$ cat config.mk
export PLATFORM = sky130hd
export DESIGN_NAME = spi_req_arbiter
export DESIGN_NICKNAME = d
export VERILOG_FILES = /design/src/rtl/spi_req_arbiter.sv
export SDC_FILE = /design/constraint.sdc
export NUM_CORES = 1
export LEC_CHECK = 0
export CAP_MARGIN = 15
export CORE_ASPECT_RATIO = 0.6
export CORE_MARGIN = 2
export CORE_UTILIZATION = 49
export CTS_CLUSTER_SIZE = 40
export DETAILED_ROUTE_END_ITERATION = 10
export PLACE_DENSITY = 0.93
export SYNTH_ARGS = -nofsm -noshare
export SYNTH_HDL_FRONTEND = slang
export SYNTH_SLANG_ARGS = --single-unit
$ cat constraint.sdc
create_clock -name clk -period 3.5 [get_ports clk]
set_clock_uncertainty 0.2 [all_clocks]
set_input_delay 0.525 -clock clk [delete_from_list [all_inputs] [get_ports clk]]
set_output_delay 0.525 -clock clk [all_outputs]
set_load 0.1 [all_outputs]
$ cat src/rtl/spi_req_arbiter.sv
// Round-robin arbiter that shares one SPI master between two requesters.
// It stretches the start pulse, detects the done edge and aborts stuck transactions.
module spi_req_arbiter #(
  parameter int START_HOLD = 3,
  parameter int TIMEOUT    = 1024,
  parameter int TW         = 16
) (
  input  logic       clk,
  input  logic       rst,
  input  logic       req0,
  input  logic       we0,
  input  logic [7:0] addr0,
  input  logic [7:0] wdata0,
  output logic       ack0,
  output logic       err0,
  output logic [7:0] rdata0,
  input  logic       req1,
  input  logic       we1,
  input  logic [7:0] addr1,
  input  logic [7:0] wdata1,
  output logic       ack1,
  output logic       err1,
  output logic [7:0] rdata1,
  output logic       m_start_w,
  output logic       m_start_r,
  output logic [7:0] m_addr,
  output logic [7:0] m_wdata,
  input  logic [7:0] m_rdata,
  input  logic       m_done,
  output logic       busy,
  output logic       owner
);

  typedef enum logic [2:0] {
    S_IDLE,
    S_GRANT,
    S_START,
    S_WAIT,
    S_RESP
  } state_t;

  localparam logic [TW-1:0] HOLD_LAST = TW'(START_HOLD - 1);
  localparam logic [TW-1:0] TO_LAST   = TW'(TIMEOUT - 1);
  localparam logic [TW-1:0] CNT_MAX   = '1;

  state_t        state_reg, state_next;
  logic          last_reg;
  logic          owner_reg;
  logic          we_reg;
  logic [7:0]    addr_reg;
  logic [7:0]    wdata_reg;
  logic [TW-1:0] cnt_reg;
  logic          m_done_d_reg;

  logic          any_req;
  logic          grant_idx;
  logic          done_edge;
  logic          hold_last;
  logic          timeout_hit;
  logic          resp_load;
  logic [1:0]    ack_vec;

  assign any_req     = req0 | req1;
  // A lone requester wins outright; a tie goes to the port not served last.
  assign grant_idx   = (req0 & req1) ? ~last_reg : req1;
  assign done_edge   = m_done & ~m_done_d_reg;
  assign hold_last   = (cnt_reg == HOLD_LAST);
  assign timeout_hit = (cnt_reg >= TO_LAST);
  assign resp_load   = (state_reg == S_WAIT) & (done_edge | timeout_hit);

  always_ff @(posedge clk) begin
    if (!rst) begin
      state_reg <= S_IDLE;
    end else begin
      state_reg <= state_next;
    end
  end

  always_comb begin
    state_next = state_reg;
    busy       = 1'b0;
    m_start_w  = 1'b0;
    m_start_r  = 1'b0;
    ack_vec    = 2'b00;
    case (state_reg)
      S_IDLE: begin
        if (any_req) state_next = S_GRANT;
      end
      S_GRANT: begin
        busy       = 1'b1;
        state_next = S_START;
      end
      S_START: begin
        busy      = 1'b1;
        m_start_w = we_reg;
        m_start_r = ~we_reg;
        if (hold_last) state_next = S_WAIT;
      end
      S_WAIT: begin
        busy = 1'b1;
        if (done_edge || timeout_hit) state_next = S_RESP;
      end
      S_RESP: begin
        busy               = 1'b1;
        ack_vec[owner_reg] = 1'b1;
        state_next         = S_IDLE;
      end
      default: state_next = S_IDLE;
    endcase
  end

  // Command is captured once per grant; requester inputs are ignored until IDLE.
  always_ff @(posedge clk) begin
    if (!rst) begin
      last_reg  <= 1'b1;
      owner_reg <= 1'b0;
      we_reg    <= 1'b0;
      addr_reg  <= 8'h00;
      wdata_reg <= 8'h00;
    end else if (state_reg == S_IDLE && any_req) begin
      last_reg  <= grant_idx;
      owner_reg <= grant_idx;
      we_reg    <= grant_idx ? we1 : we0;
      addr_reg  <= grant_idx ? addr1 : addr0;
      wdata_reg <= grant_idx ? wdata1 : wdata0;
    end
  end

  // One counter times both the start hold and the watchdog; it saturates.
  always_ff @(posedge clk) begin
    if (!rst) begin
      cnt_reg <= '0;
    end else if (state_reg == S_GRANT) begin
      cnt_reg <= '0;
    end else if ((state_reg == S_START || state_reg == S_WAIT) && cnt_reg != CNT_MAX) begin
      cnt_reg <= cnt_reg + 1'b1;
    end
  end

  always_ff @(posedge clk) begin
    if (!rst) begin
      m_done_d_reg <= 1'b0;
    end else begin
      m_done_d_reg <= m_done;
    end
  end

  generate
    for (genvar gi = 0; gi < 2; gi++) begin : g_port
      logic [7:0] rdata_reg;
      logic       err_reg;
      // A watchdog exit is the only way into RESP without a done edge.
      always_ff @(posedge clk) begin
        if (!rst) begin
          rdata_reg <= 8'h00;
          err_reg   <= 1'b0;
        end else if (resp_load && (int'(owner_reg) == gi)) begin
          err_reg   <= ~done_edge;
          rdata_reg <= (done_edge && !we_reg) ? m_rdata : 8'h00;
        end
      end
    end
  endgenerate

  assign ack0    = ack_vec[0];
  assign ack1    = ack_vec[1];
  assign err0    = g_port[0].err_reg;
  assign err1    = g_port[1].err_reg;
  assign rdata0  = g_port[0].rdata_reg;
  assign rdata1  = g_port[1].rdata_reg;
  assign m_addr  = addr_reg;
  assign m_wdata = wdata_reg;
  assign owner   = owner_reg;

endmodule
==> impl_metrics.env, run 1 <==
export IMPL_status="complete, no violations"
export IMPL_syn_inst=304
export IMPL_die_w_um=99.2
export IMPL_power_density_nw_per_um2=552
export IMPL_crit_family="buffers and inverters"
export IMPL_grt_use_total=0.271
export IMPL_cap_violations=0
export IMPL_irDropWorstVdd_mv=0.434
export IMPL_setup_worst_path_class="flop to primary output"
export IMPL_gr_total_overflow=0
export IMPL_globalplace_congestion=0.969
export IMPL_largest_reg_flops=16
export IMPL_viasPerCell=5.94
export IMPL_start_util=0.517
export IMPL_crit_start="m_addr[1]"
export IMPL_syn_area_per_cell_um2=8.77
export IMPL_fillers=385
export IMPL_synth_seq_area_share=0.428
export IMPL_hpwl_um=5730
export IMPL_core_area_um2=5150
export IMPL_final_cell_mix="80 x clkdlybuf4s50_1, 57 x dfxtp_1, 46 x nand2_1"
export IMPL_dr_pass1_iters=5
export IMPL_netSwitchingFraction=0.360
export IMPL_mostFrequentLayoutCell="clkdlybuf4s50_1"
export IMPL_drive_gt1_frac=0.0840
export IMPL_synth_area_um2=2670
export IMPL_numCtsBuffers=9
export IMPL_synth_seq_cells=57
export IMPL_worst_endpoint_arrival_ns=1.86
export IMPL_cts_hold_buf=0
export IMPL_max_stage_delay_ns=1.15
export IMPL_tightest_slew_ns=0.997
export IMPL_grt_antenna_before_repair=0
export IMPL_finalWorstPathRequiredPeriod_ns=2.58
export IMPL_crit_chain="clkdlybuf4s50_1"
export IMPL_ctsResizeCount=0
export IMPL_grt_pass1_vias=2599
export IMPL_die_height_um=61.1
export IMPL_worstPathRequired_ns=2.77
export IMPL_clock_latency_ns=0.34
export IMPL_fin_tns_setup_ns=0
export IMPL_power_switching_mw=0.754
export IMPL_cts_tree="built"
export IMPL_first_iter_violations=304
export IMPL_totalWireLength_um=7940
export IMPL_grt_max_degree=36
export IMPL_clkTransAtPathRegs_ns=0.07
export IMPL_postCtsSetupBuffers=0
export IMPL_combPwrFrac=0.303
export IMPL_syn_nets=353
export IMPL_finalCritPeriodShare=0.738
export IMPL_seqPwrFrac=0.353
export IMPL_finalHoldViolCount=0
export IMPL_drc_errors=0
export IMPL_antenna_cells=0
export IMPL_p_clk_frac=0.344
export IMPL_cp_num_buf_inv=1
export IMPL_die_area_um2=6060
export IMPL_ios=87
export IMPL_whs_ns=0.261
export IMPL_final_nets=437
export IMPL_setup_violations=0
export IMPL_start_kind="flop"
export IMPL_critPathMaxFanout=2
export IMPL_clockRootBuffer="clkbuf_8"
export IMPL_syn_to_final_growth_pct=42.3
export IMPL_cts_sinks=57
export IMPL_clockBufferDepth=2
export IMPL_hold_path_class="flop to flop"
export IMPL_fin_util=0.736
export IMPL_internal_power_mw=1.34
export IMPL_fmax_ghz=0.387
export IMPL_ys_types=41
export IMPL_num_rows=20
export IMPL_relSlewSlack=0.333
export IMPL_r2r_start="state_reg[1]"
export IMPL_grt_pass1_wl_um=12600
export IMPL_slowest_stage="clkdlybuf4s50_1"
export IMPL_leakagePower_nw=1.53
export IMPL_drtAntennaViolNets=0
export IMPL_min_from="rdata1[5]"
export IMPL_io_buffers=86
export IMPL_crit_path_end_kind="primary output"
export IMPL_rsz0062_at_grt="no"
export IMPL_htree_num_levels=3
export IMPL_yosysWarnings=0
export IMPL_wl_per_cell_um=17.3
export IMPL_slew_violations=0
export IMPL_vias=2727
export IMPL_p_total_mw=2.09
-- power by group through the flow --
stage                     Sequential (mW)  Combinational, mW  Clock (mW)
after CTS                           0.738              0.635       0.731
final                               0.739              0.634       0.721
after global placement              0.749              0.619           0
after global routing                0.744              0.659       0.763
after floorplan                     0.998              0.207           0
after detailed placement            0.752              0.629           0
-- area by class of cell --
type                    count  area, um2  area share
multi-input cells         224       1420       0.375
flip-flops and latches     57       1140       0.301
repair buffers             92        891       0.235
clock buffers              12        165      0.0435
well taps                  66       82.6      0.0218
clock inverters             4       73.8      0.0195
inverters                   4       15.0     0.00396
-- worst reg2reg max path: cells and delay by family (launching register included) --
| family | cells | cell delay (ns) |
|---|---|---|
| AOI/OAI and AO/OA | 2 | 0.77 |
| DFF | 1 | 0.59 |
| and+or+nand+nor | 2 | 0.70 |
-- cells in the mapped netlist (all sizes together) --
library cell	n	area, um2
a21boi	3	22.5
a21o	1	7.51
a21oi	10	50.1
a31oi	4	25.0
and2	4	25.0
and2b	2	15.0
and3	4	25.0
and4	2	17.5
and4b	1	10.0
buf	7	47.5
clkbuf	12	46.3
dfxtp	57	1140
ha	2	25.0
inv	4	15.0
mux2i	17	170
nand2	46	173
nand2b	4	32.5
nand3	21	105
nand4	7	43.8
nor2	6	22.5
nor2b	2	12.5
nor3	8	40.0
nor3b	4	35.0
nor4	5	37.5
o211a	19	190
o211ai	2	15.0
o21a	1	7.51
o21ai	24	120
o311ai	2	17.5
o31ai	4	30.0
o32ai	1	8.76
o41ai	3	26.3
or3	7	43.8
or4	7	52.6
xnor2	1	8.76
-- worst paths after layout --
path | slack, ns | cells past startpoint | endpoint
min reg2reg | 0.26 | 2 | rdata1[5]
min | 0.26 | 2 | rdata1[5]
max | 0.92 | 1 | m_addr[1]
max reg2reg | 1.11 | 4 | rdata0[1]
-- routing by layer --
layer	track usage	vias to the layer above	routed length, um	part of all wire
met5	0	-	0	0
met4	0.121	0	185	0.023
met3	0.0715	21	629	0.079
met2	0.430	145	3730	0.47
met1	0.359	1262	3400	0.43
li1	-	1299	-	-
-- metrics by stage --
stage                     instance area [um2]  worst slack [ns]  std cells
after detailed placement                 3550             0.929        443
after floorplan                          2670            0.0835        304
final                                    3790             0.918        459
after global routing                     3790             0.867        459
after CTS                                3790             0.900        459
after global placement                   3550             0.993        443
-- cells by family after synthesis --
kind of cell / share of synthesized area
AO/OA/AOI/OAI: 0.195
XOR/XNOR: 0.00329
adder cells (fa/ha/maj): 0.00939
buffers and inverters: 0.0408
flip-flops: 0.428
multiplexers: 0.0638
AND/OR/NAND/NOR: 0.259
No activity file was read; power rests on OpenSTA's default activity.
==> inputs of run 2 (changes only) <==
--- a/config.mk
+++ b/config.mk
@@ -8,10 +8,10 @@
 export CAP_MARGIN = 15
 export CORE_ASPECT_RATIO = 0.6
 export CORE_MARGIN = 2
-export CORE_UTILIZATION = 49
+export CORE_UTILIZATION = 46
 export CTS_CLUSTER_SIZE = 40
 export DETAILED_ROUTE_END_ITERATION = 10
-export PLACE_DENSITY = 0.93
+export PLACE_DENSITY = 0.89
 export SYNTH_ARGS = -nofsm -noshare
 export SYNTH_HDL_FRONTEND = slang
 export SYNTH_SLANG_ARGS = --single-unit
==> constraint.sdc (replaced) <==
create_clock -name clk -period 2.4 [get_ports clk]
set_clock_uncertainty 0.2 [all_clocks]
set_input_delay 0.36 -clock clk [delete_from_list [all_inputs] [get_ports clk]]
set_output_delay 0.36 -clock clk [all_outputs]
set_load 0.1 [all_outputs]
==> impl_metrics.env, run 2 (synthesized netlist as in run 1, its figures left out) <==
export IMPL_clkTransAtPathRegs_ns=0.06
export IMPL_layout_area_seq_um2=1140
export IMPL_leakagePower_nw=1.63
export IMPL_reg2reg_depth=4
export IMPL_postCtsSetupBuffers=0
export IMPL_finalWorstPathRequiredPeriod_ns=2.19
export IMPL_drc_errors=0
export IMPL_final_cell_mix="57 x dfxtp_1, 46 x nand2_1, 46 x clkdlybuf4s50_1"
export IMPL_min_from="rdata0[0]"
export IMPL_r2r_start="cnt_reg[7]"
export IMPL_core_area_um2=5570
export IMPL_irDropWorstVdd_mv=0.643
export IMPL_cp_num_buf_inv=0
export IMPL_tightest_slew_ns=0.600
export IMPL_power_density_nw_per_um2=787
export IMPL_dr_pass1_iters=5
export IMPL_worstPathRequired_ns=2.40
export IMPL_slowest_stage="a21boi_1"
export IMPL_grt_pass1_vias=2471
export IMPL_crit_family="compound AO/OA/AOI/OAI gates"
export IMPL_drtAntennaViolNets=0
export IMPL_worst_endpoint_arrival_ns=2.19
export IMPL_first_iter_violations=135
export IMPL_crit_start="cnt_reg[7]"
export IMPL_vias=2707
export IMPL_stdcell_area_um2=3830
export IMPL_syn_to_final_growth_pct=43.7
export IMPL_mostFrequentLayoutCell="dfxtp_1"
export IMPL_largest_reg_flops=16
export IMPL_grt_antenna_before_repair=0
export IMPL_die_w_um=102
export IMPL_htree_num_levels=3
export IMPL_hold_path_class="flop to flop"
export IMPL_num_rows=21
export IMPL_fillers=453
export IMPL_setup_violations=0
export IMPL_wl_per_cell_um=15.8
export IMPL_clock_latency_ns=0.34
export IMPL_antenna_cells=0
export IMPL_fmax_ghz=0.456
export IMPL_hpwl_um=5570
export IMPL_start_util=0.478
export IMPL_crit_path_end_kind="flop"
export IMPL_grt_pass1_wl_um=12100
export IMPL_drive_gt1_frac=0.185
export IMPL_die_area_um2=6440
export IMPL_setup_worst_path_class="flop to flop"
export IMPL_cp_depth=4
export IMPL_ios=87
export IMPL_fin_util=0.688
export IMPL_totalWireLength_um=7530
export IMPL_postPlaceCellArea_um2=3610
export IMPL_grt_max_degree=38
export IMPL_holdPathStages=2
export IMPL_finalHoldViolCount=0
export IMPL_cts_hold_buf=0
export IMPL_globalplace_congestion=0.880
export IMPL_ctsResizeCount=0
export IMPL_die_height_um=63.0
export IMPL_rsz0062_at_grt="no"
export IMPL_status="complete, no violations"
export IMPL_cts_sinks=57
export IMPL_grt_use_total=0.243
export IMPL_cts_tree="built"
export IMPL_io_buffers=86
export IMPL_cap_violations=0
export IMPL_finalCritPeriodShare=0.913
export IMPL_multi_input_area_um2=1450
export IMPL_max_stage_delay_ns=0.53
export IMPL_final_nets=441
export IMPL_relSlewSlack=0.596
export IMPL_start_kind="flop"
export IMPL_crit_chain="nand3_1, or3_1, a21boi_1, o21ai_0"
export IMPL_critPathMaxFanout=9
export IMPL_clockBufferDepth=2
export IMPL_numCtsBuffers=9
export IMPL_clockRootBuffer="clkbuf_8"
export IMPL_gr_total_overflow=0
export IMPL_slew_violations=0
export IMPL_viasPerCell=5.70
-- run 2: changes by cell type in the layout (fill, tap and decap cells not counted), sizes merged --
| cell | previous run | this run |
|---|---|---|
| buf | 12 | 50 |
| clkbuf | 12 | 11 |
| clkdlybuf4s50 | 80 | 46 |
| clkinv | 2 | 1 |
-- run 2: layout make-up --
| class | instances | area share |
|---|---|---|
| multi-input cells | 224 | 0.378 |
| flip-flops and latches | 57 | 0.298 |
| repair buffers | 96 | 0.238 |
| clock buffers | 11 | 0.0395 |
| well taps | 80 | 0.0261 |
| clock inverters | 3 | 0.0170 |
| inverters | 4 | 0.00392 |
-- run 2: path summary, 6_finish.rpt --
check / endpoint / slack, ns
setup / recovery: rdata1[4] / 0.21
hold / removal: rdata0[0] / 0.26
setup reg to reg: rdata1[4] / 0.21
hold reg to reg: rdata0[0] / 0.26
-- run 2: metal layers --
metal	share of wire	global-route usage	vias up
li1	-	-	1303
met1	0.45	0.324	1313
met2	0.47	0.372	82
met3	0.067	0.0884	9
met4	0.010	0.0650	0
met5	0	0	-
-- run 2: power breakdown --
group          internal, mW  switching (mW)  total [mW]
clock                 0.627           0.362       0.989
combinational         0.283           0.661       0.944
sequential             1.02          0.0627        1.08
-- run 2: stage by stage --
stage	setup TNS, ns	total power [mW]	hold slack (ns)	instances	worst slack (ns)
floorplan	-0.0352	1.77	0.273	304	-0.0352
global placement	0	2.02	0.246	461	0.354
detailed placement	0	2.04	0.253	461	0.151
CTS	0	3.02	0.261	475	0.223
global route	0	3.12	0.282	475	0.0323
finish	0	3.01	0.255	475	0.208
-- run 2: worst register-to-register path, delay by kind of cell (launching register included) --
family,cells,cell delay (ns)
and+or+nand+nor,2,0.71
AOI/OAI and AO/OA,2,0.72
DFF,1,0.42
